===== src/rtl/hash_result_collector.sv =====
// Result collector for the hash table core: FWFT result FIFO with status encoding,
// back-pressure to the core and saturating success/error counters.
module hash_result_collector #(
    parameter int unsigned DATA_WIDTH = 32,
    parameter int unsigned FIFO_DEPTH = 8,
    parameter int unsigned STAT_WIDTH = 16
) (
    input  logic                          clk,
    input  logic                          reset,
    input  logic                          tbl_valid_i,
    input  logic [DATA_WIDTH-1:0]         tbl_read_data_i,
    input  logic                          tbl_no_deletion_target_i,
    input  logic                          tbl_no_write_space_i,
    input  logic                          tbl_no_element_found_i,
    input  logic                          tbl_key_already_present_i,
    output logic                          tbl_ready_o,
    output logic                          res_valid_o,
    input  logic                          res_ready_i,
    output logic [DATA_WIDTH-1:0]         res_data_o,
    output logic [2:0]                    res_status_o,
    output logic [$clog2(FIFO_DEPTH):0]   level_o,
    input  logic                          stat_clear_i,
    output logic [STAT_WIDTH-1:0]         stat_ok_o,
    output logic [STAT_WIDTH-1:0]         stat_err_o
);

    localparam int unsigned PtrW = $clog2(FIFO_DEPTH);
    localparam int unsigned LvlW = PtrW + 1;
    localparam int unsigned EntW = DATA_WIDTH + 3;
    localparam logic [LvlW-1:0] LvlFull = LvlW'(FIFO_DEPTH);

    logic [EntW-1:0]       mem_q [FIFO_DEPTH];
    logic [PtrW-1:0]       wr_ptr_q, wr_ptr_d;
    logic [PtrW-1:0]       rd_ptr_q, rd_ptr_d;
    logic [LvlW-1:0]       level_q, level_d;
    logic [STAT_WIDTH-1:0] stat_ok_q, stat_ok_d;
    logic [STAT_WIDTH-1:0] stat_err_q, stat_err_d;
    logic [2:0]            status;
    logic [EntW-1:0]       head;
    logic                  push, pop;

    // Ready depends on registered occupancy only, never on the consumer side.
    assign tbl_ready_o = (level_q < LvlFull);
    assign res_valid_o = (level_q != '0);
    assign push        = tbl_valid_i && tbl_ready_o;
    assign pop         = res_valid_o && res_ready_i;
    assign level_o     = level_q;
    assign stat_ok_o   = stat_ok_q;
    assign stat_err_o  = stat_err_q;

    assign head         = mem_q[rd_ptr_q];
    assign res_data_o   = res_valid_o ? head[DATA_WIDTH-1:0] : '0;
    assign res_status_o = res_valid_o ? head[EntW-1:DATA_WIDTH] : 3'd0;

    // Anything other than zero or exactly one flag is a protocol error (7).
    always_comb begin
        status = 3'd7;
        case ({tbl_key_already_present_i, tbl_no_element_found_i,
               tbl_no_write_space_i, tbl_no_deletion_target_i})
            4'b0000: status = 3'd0;
            4'b0001: status = 3'd1;
            4'b0010: status = 3'd2;
            4'b0100: status = 3'd3;
            4'b1000: status = 3'd4;
            default: status = 3'd7;
        endcase
    end

    always_comb begin
        wr_ptr_d = wr_ptr_q;
        rd_ptr_d = rd_ptr_q;
        level_d  = level_q;
        if (push) begin
            wr_ptr_d = wr_ptr_q + PtrW'(1);
        end
        if (pop) begin
            rd_ptr_d = rd_ptr_q + PtrW'(1);
        end
        if (push && !pop) begin
            level_d = level_q + LvlW'(1);
        end else if (pop && !push) begin
            level_d = level_q - LvlW'(1);
        end
    end

    always_comb begin
        stat_ok_d  = stat_ok_q;
        stat_err_d = stat_err_q;
        if (stat_clear_i) begin
            stat_ok_d  = '0;
            stat_err_d = '0;
        end else if (push) begin
            if (status == 3'd0) begin
                if (stat_ok_q != '1) begin
                    stat_ok_d = stat_ok_q + STAT_WIDTH'(1);
                end
            end else if (stat_err_q != '1) begin
                stat_err_d = stat_err_q + STAT_WIDTH'(1);
            end
        end
    end

    always_ff @(posedge clk) begin
        if (reset) begin
            wr_ptr_q   <= '0;
            rd_ptr_q   <= '0;
            level_q    <= '0;
            stat_ok_q  <= '0;
            stat_err_q <= '0;
        end else begin
            wr_ptr_q   <= wr_ptr_d;
            rd_ptr_q   <= rd_ptr_d;
            level_q    <= level_d;
            stat_ok_q  <= stat_ok_d;
            stat_err_q <= stat_err_d;
        end
    end

    // Storage is not reset; empty reads are masked to zero above.
    always_ff @(posedge clk) begin
        if (push && !reset) begin
            mem_q[wr_ptr_q] <= {status, tbl_read_data_i};
        end
    end

endmodule


===== config.mk =====
export PLATFORM = sky130hd
export DESIGN_NAME = hash_result_collector
export DESIGN_NICKNAME = d
export VERILOG_FILES = /design/src/rtl/hash_result_collector.sv
export SDC_FILE = /design/constraint.sdc
export NUM_CORES = 1
export LEC_CHECK = 0
export ABC_CLOCK_PERIOD_IN_PS = 6600
export CAP_MARGIN = 10
export CORE_ASPECT_RATIO = 0.7
export CORE_MARGIN = 2
export CORE_UTILIZATION = 41
export DETAILED_ROUTE_END_ITERATION = 10
export HOLD_SLACK_MARGIN = 0.08
export PLACE_DENSITY = 0.6
export SLEW_MARGIN = 0
export SYNTH_ARGS = -nofsm -noshare
export SYNTH_HDL_FRONTEND = slang
export SYNTH_SLANG_ARGS = --single-unit

===== constraint.sdc =====
create_clock -name clk -period 6.6 [get_ports clk]
set_input_delay 1.32 -clock clk [delete_from_list [all_inputs] [get_ports clk]]
set_output_delay 1.32 -clock clk [all_outputs]
set_load 0.03 [all_outputs]

======== Yosys cells after proc, flatten, opt, wreduce, memory -nomap -nowiden ========
Memories as Yosys holds them, arrays and structs flattened. A register that Yosys moved wholly into a read port is not among the register bits.
Index checks and enable logic that the tools add are counted.
storage, ports and cells
  register bits ........................... 42
  memories kept ........................... 1
  output and inout bits ................... 73
  RAM bits ................................ 280
  logic and storage cells ................. 44
cells by class
  reductions and logical operators ........ 15
  add/subtract/negate cells ............... 6
  multiplexer cells ....................... 9
  magnitude comparators ................... 1
  eq/ne operators ......................... 6
  bitwise gates (word level) .............. 1
memories
  name   words  bits a word  rd ports  clocked after Yosys merged registers in  wr ports  line  source
  mem_q  8      35           1         1                                        1         32    logic [EntW-1:0] mem_q [FIFO_DEPTH];
operators with widths
  kind                                                  count
  adder 16 x 1 -> 16 bit (second input constant)        2
  two-way mux 32 bit                                    1
  inequality test 16 bit (second input constant)        2
  case mux 3 bit (5 select lines)                       1
  two-way mux 3 bit                                     3
  two-way mux 4 bit                                     2
  adder 3 x 1 -> 3 bit (second input constant)          2
  AND reduction 3 bit                                   2
  logical AND 1 bit                                     5
  adder 4 x 1 -> 4 bit (second input constant)          1
  equality test 4 x 1 -> 1 bit (second input constant)  1
  equality test 4 x 2 -> 1 bit (second input constant)  1
  equality test 4 x 3 -> 1 bit (second input constant)  1
  equality test 4 bit (second input constant)           1
  zero test 4 bit                                       1
  < comparator 4 bit (second input constant)            1
  nonzero test 4 bit                                    1
  subtractor 4 x 1 -> 4 bit (second input constant)     1
  zero test 1 bit                                       3
  zero test 3 bit                                       1
  two-way mux 1 bit                                     2
  nonzero test 2 bit                                    1
  OR reduction 2 bit                                    1
  inverter 1 bit                                        1

======== Logic depth before layout (Yosys ltp) ========
  depth in word-level cells ............... 6
  mapped depth ............................ 11

======== Worst setup path before layout ========
OpenSTA, ideal clock, no wires.
  kind .................................... input to register
  start ................................... input port tbl_valid_i
  end ..................................... memory mem_q[6][0] in the netlist's numbering (enable)
  library setup time ...................... 0.527 ns
  path buffers ............................ 2
  slack ................................... 0.352 ns
  data required time ...................... 6.073 ns
  arrival time ............................ 5.721 ns
  cell stages on the path ................. 6
  path through ............................ nand2b_1 buf_6 inv_1 buf_1 nand2_1 nor4b_1
on the way
  word-level cells in the longest chain between the ends .. 4
ends and longest elaborated chain
  what                                     line  source
  from (decl)                              10    input logic tbl_valid_i,
  logical AND 1 bit                        45    assign push = tbl_valid_i && tbl_ready_o;
  net push                                 40    logic push, pop;
  logical AND 1 bit                        121   if (push && !reset) begin
  two-way mux 1 bit                        121
  two-way mux 1 bit (not written as such)  122   mem_q[wr_ptr_q] <= {status, tbl_read_data_i};
  to (decl)                                32
The timed path passes the listed nets, and every way through them passes these cells.

==> metrics.cfg <==
[worst_setup_path]
reg2regPathDepth = 11
arrival_ns = 3.33
required_ns = 5.28
rrSetupSlack_ns = 3.49
startpoint_type = register
worstSetupEndpointType = output pin
critPathKind = register to output pin
r2r-start = level_o[3]
crit_fanout = 27
r2r_end = level_o[3]

[global_routing]
grt_usage_pct = 16.7
grt_pass1_vias = 7198
antenna_found_initial = 0
grt_overflow = 0
grt_max_degree = 71
grt_pass1_wl_um = 42500

[power]
irDropWorstVdd_mv = 0.222
leakagePower_uw = 0.00477
power.density_mw_per_mm2 = 368

[timing]
hold_ws_ns = 0.470
skew_ns = 0.00535
finalSetupViolations = 0
fmax_ghz = 0.215
worstMarginPinSlew_ns = 1.13
hold_viol = 0
maxSlewHeadroom_pct = 24.2
report.final.slew_viol_count = 0
setup_tns_ns = 0
finalWorstPathRequiredPeriod_ns = 4.65
fin_crit_sh_pct = 70.4
rsz0062_at_grt = no

[clock_network]
cts_resized = 0
clock_sinks = 325
numCtsBuffers = 31
cts_tree = yes
clkTransAtPathRegs_ns = 0.06
cts_buffer_depth = 3
post_cts_buffers = 0
clkLatencyLatePin_ns = 0.56
cts_hold_buf = 0
cts_root_buf = clkbuf_16
cts_max_level = 1

[hold_path]
holdPathStages = 2
hp-start = rd_ptr_q[1]
hold_path_class = register to register

[synth]
synth_cell_types = 47
netlist.area_leader.share_pct = 64.4
synth_edf_count = 280
yosys.area.top_type = edfxtp_1
synth_flop_cell = edfxtp_1
ys_ff_latch = 325
ys_warn_count = 0
async_flop_share_pct = 0
netlist_instances = 740
syn_avg_cell_area_um2 = 17.6
syn_nets = 789
ys_top_cells_by_area = edfxtp_1 64%, mux4_2 12%, dfxtp_1 6.9%
syn-cell-area_mm2 = 0.0130
ys_seq_area_share_pct = 71.3

[flow_run]
maxCapViolCount = 0

[die]
rows = 54
initial_core_util_pct = 41.8
die_x_um = 217
core_area_mm2 = 0.0312
die_area_mm2 = 0.0333
dieHeight_um = 153
io_pins = 114

[placed_design]
gp_congestion = 0.783
hpwl_um = 15700
port_buffers = 113

[detailed_routing]
vias_per_cell = 5.45
vias = 7102
dr.pass1.iters = 5
drc = 0
drt_wl_total_um = 27600
drt_iter0_markers = 671
final_antenna_net_count = 0
post_drt_wl_per_cell_um = 21.2

[final_layout]
final_util_pct = 50.5
syn_to_final_growth_pct = 20.8
num_antenna_cells = 0
layout-drive-gt1-share_pct = 17.1
nets = 908

[status]
outcome = finished, final reports clean

## worst max path at each step
stage,endpoint,cells past startpoint
3_5_place_dp,mem_q[3][1],4
5_1_grt,res_data_o[1],5
6_report,res_data_o[2],5
3_3_place_gp,mem_q[3][31],4
4_1_cts,res_data_o[2],5
2_1_floorplan,mem_q[6][0],6
## cell type report
type                            instances  area, um^2
Clock buffer                           36         795
Clock inverter                         20         260
Fill cell                            2591       15500
Inverter                                8        30.0
Multi-Input combinational cell        368        3610
Sequential cell                       325        9320
Tap cell                              420         526
Timing Repair Buffer                  125        1220
## cell usage after synthesis, drive strengths merged (2+ instances only)
cell      n
dfxtp    45
o21ai     7
o311ai    2
clkbuf   27
and2      2
or2       2
ha        7
or4      13
o31ai    10
mux2i    43
xor2      4
nand4    13
edfxtp  280
nand2    30
o41ai     8
mux4     70
nor4      9
a2111o    2
nand4b    2
buf      12
nor3      3
or3      13
and4      8
nor2     56
nor4b     3
and3      4
inv       8
nand2b    2
nand3    14
a21oi    29
xnor2     2
## layout by cell type, fill, tap and decap left out, drive strengths merged, types with 9 or more instances in the layout
cell type      count
clkbuf            36
or3               13
o31ai             10
a21oi             29
dfxtp             45
nand2             30
nand4             13
nand3             14
inv                9
mux4              70
nor4               9
clkdlybuf4s50    113
edfxtp           280
nor2              56
clkinv            10
buf               12
mux2i             43
or4               13
## layer usage
layer  track usage (%)  vias to the layer above  share of wire (%)
li1                  -                     3248                  -
met4              3.72                        0                1.8
met2              25.5                      167                 45
met5                 0                        -                  0
met3              2.69                       39                4.7
met1              25.2                     3648                 48
## critical path, stage by stage (launching register included)
cell             delay [ns]
dfxtp_4                0.71
buf_4                  0.59
mux4_2                 0.58
mux2i_1                0.15
nor2_1                 0.09
clkdlybuf4s50_1        0.63
## through the flow
stage	setup slack, ns	instances	power, uW	area (um^2)
floorplan	0.352	740	3470	13000
global placement	2.22	1246	4020	14700
detailed placement	2.17	1246	4030	14700
CTS	1.83	1302	5870	15800
global route	1.65	1302	6040	15800
finish	1.95	1302	5790	15800
## flip-flops by register name (all words and copies together), names as in the netlist, named ones only
register	count
rd_ptr_q	3
wr_ptr_q	3
stat_ok_o	16
level_o	4
mem_q	280
stat_err_o	16
## cells by family (layout without fill, tap and decap cells)
family          after synthesis  count (layout)  share of synthesized area, %
flops                       325             325                          71.3
mux                         114             114                          15.5
simple gates                177             177                          7.34
compound gates               63              63                          3.13
buf+inv                      47             189                          1.50
xor+xnor                      6               6                         0.403
fa+ha+maj                     8               8                         0.825
## report_power, final
| part | switching [uW] | internal, uW |
|---|---|---|
| logic | 792 | 711 |
| registers | 136 | 2310 |
| clock network | 745 | 1090 |
Note: power is estimated with default switching activity, not from simulation.
==> edit, RTL diff (same settings) <==
Change the parameter `DATA_WIDTH` from 32 to 64.
--- a/src/rtl/hash_result_collector.sv
+++ b/src/rtl/hash_result_collector.sv
@@ -1,7 +1,7 @@
 // Result collector for the hash table core: FWFT result FIFO with status encoding,
 // back-pressure to the core and saturating success/error counters.
 module hash_result_collector #(
-    parameter int unsigned DATA_WIDTH = 32,
+    parameter int unsigned DATA_WIDTH = 64,
     parameter int unsigned FIFO_DEPTH = 8,
     parameter int unsigned STAT_WIDTH = 16
 ) (
Interface: changed (resized res_data_o and tbl_read_data_i); port bits go from 114 to 178. No check against the original RTL was run, so the function may have changed too.
==> edit against the unedited design <==
Maximum frequency fell by 0.89%. Worst setup slack got worse by 0.042 ns. Wire length rose by 73%. Via count rose by 61%. Global-route usage rose by 0.087 points. First-iteration DRC count rose by 32%. Highest routed layer is now met5. Area after synthesis rose by 74%. Total power rose by 76%. Die area rose by 72%. Sequential cell count rose by 256. Largest cell class unchanged. Cell area rose by 73%. Non-clock buffer count rose by 70.
==> edit: results (changes against the unedited design) <==
Global routing
  – Initial antenna violation count: 6 (was 0)
  – GR Util All Layers: 16.8% (was 16.7%)
  – Met2 Usage GRT: 26.8% (was 25.5%)
  – Largest net degree at the start of global routing: 134 (was 71)
  – Met3 Resource Use GR: 3.34% (was 2.69%)
  – GRT met1 Usage: 24.3% (was 25.2%)
  – First-pass GRT wire length: 73.3 mm (was 42.5 mm)

Timing
  – Slew Limit Headroom: 21.4% (was 24.2%)
  – Peak Freq: 0.213 GHz (was 0.215 GHz)
  – Worst hold margin: 0.477 ns (was 0.470 ns)

Worst setup path
  – Worst EP arrival: 3.37 ns (was 3.33 ns)
  – RR Startpoint: level_o[0]$_SDFFE_PP0P_ (was level_o[3]$_SDFFE_PP0P_)
  – Reg-to-reg setup timing slack: 3.03 ns (was 3.49 ns)
  – Worst-path fanout max: 46 (was 27)

Placement
  – Post-place setup slack: 1.95 ns (was 2.17 ns)
  – Post-DP HPWL: 25.9 mm (was 15.7 mm)
  – Placed inst area: 25500 µm² (was 14700 µm²)
  – RePlAce Congestion: 0.784 (was 0.783)
  – Post-Place Cells: 2019 (was 1246)

Run status
  – Run status: completed (unchanged)

Detailed routing
  – Via Count: 11500 (was 7102)
  – Vias per inst: 5.40 (was 5.45)
  – Final wirelength: 47.8 mm (was 27.6 mm)
  – Initial drt markers: 885 (was 671)

Yosys
  – Syn_nets: 1225 (was 789)
  – Synth area leaders: edfxtp_1 71%, mux4_2 13%, dfxtp_1 4.0% (was edfxtp_1 64%, mux4_2 12%, dfxtp_1 6.9%)
  – Synth Area per Inst: 19.8 µm² (was 17.6 µm²)
  – EDFF count, synth: 536 (was 280)
  – Sequential fraction of the synthesis area: 75.0% (was 71.3%)
  – Netlist cell types: 43 (was 47)
  – Post-synth top cells: 536 x edfxtp_1, 134 x mux4_2, 89 x nor2_1, 74 x mux2i_1, 45 x dfxtp_1 (was 280 x edfxtp_1, 70 x mux4_2, 56 x nor2_1, 45 x dfxtp_1, 43 x mux2i_1)

Layout
  – Max reg flops: 536 (was 280)
  – Fill cells: 4495 (was 2591)
  – Layout cells sized above 1: 17.2% (was 17.1%)

Clocking
  – Number of buffers inserted during clock tree synthesis: 56 (was 31)
  – Max H-tree Level: 2 (was 1)
  – Worst skew pair latency: 0.58 ns (was 0.56 ns)

Pwr
  – Pleak: 8.15 nW (was 4.77 nW)
[edit: cell count changes after synthesis, moves of 8 or more]
cell      delta
nor2_1      +33
mux2i_1     +31
clkbuf_1    +12
edfxtp_1   +256
mux4_2      +64
buf_1        +8
[edit: logic make-up (layout without fill, tap and decap cells)]
kind of cell	Yosys count	after routing	synth area share, %
AOI/OAI and AO/OA	65	65	1.83
and+or+nand+nor	207	207	4.63
xor gates and xnor gates	6	6	0.232
DFF	581	581	75.0
buffers and inverters	68	302	1.19
adders and majority gates	8	8	0.475
muxes	209	209	16.6
other	0	2	0
[edit: how the worst max path moves through the flow]
stage                                   endpoint  cells past startpoint
after floorplan            mem_q[6][0]$_DFFE_PP_                      6
after global placement    mem_q[7][25]$_DFFE_PP_                      6
after detailed placement  mem_q[7][25]$_DFFE_PP_                      6
after CTS                         res_data_o[63]                      5
after global routing              res_data_o[21]                      5
final                             res_data_o[22]                      5
[edit: layout make-up]
class / count / share of cell area (%)
flip-flops and latches: 581 / 62.5
multi-input cells: 495 / 20.2
repair buffers: 195 / 7.47
clock buffers: 78 / 5.53
well taps: 740 / 3.40
clock inverters: 21 / 0.772
inverters: 8 / 0.110
diodes: 2 / 0.0184
[edit: metal layers]
layer  wire, µm  share of wire (%)  up-vias
li1           -                  -     5097
met3       2700                5.6       67
met4        644                1.3        8
met2      22700                 47      274
met1      21800                 46     6005
met5         56               0.12        -
[edit: critical path: stages, from the launching register on]
cell and delay, ns:
dfxtp_4 0.72, buf_12 0.42, mux4_2 0.56, mux2i_1 0.34
nor2_1 0.09, clkdlybuf4s50_1 0.63
[edit: power by group]
part | leakage [nW] | switching, mW | total, mW | internal, mW
logic | 2.13 | 1.58 | 2.88 | 1.30
clock network | 0.821 | 1.30 | 3.04 | 1.74
registers | 5.20 | 0.106 | 4.26 | 4.16
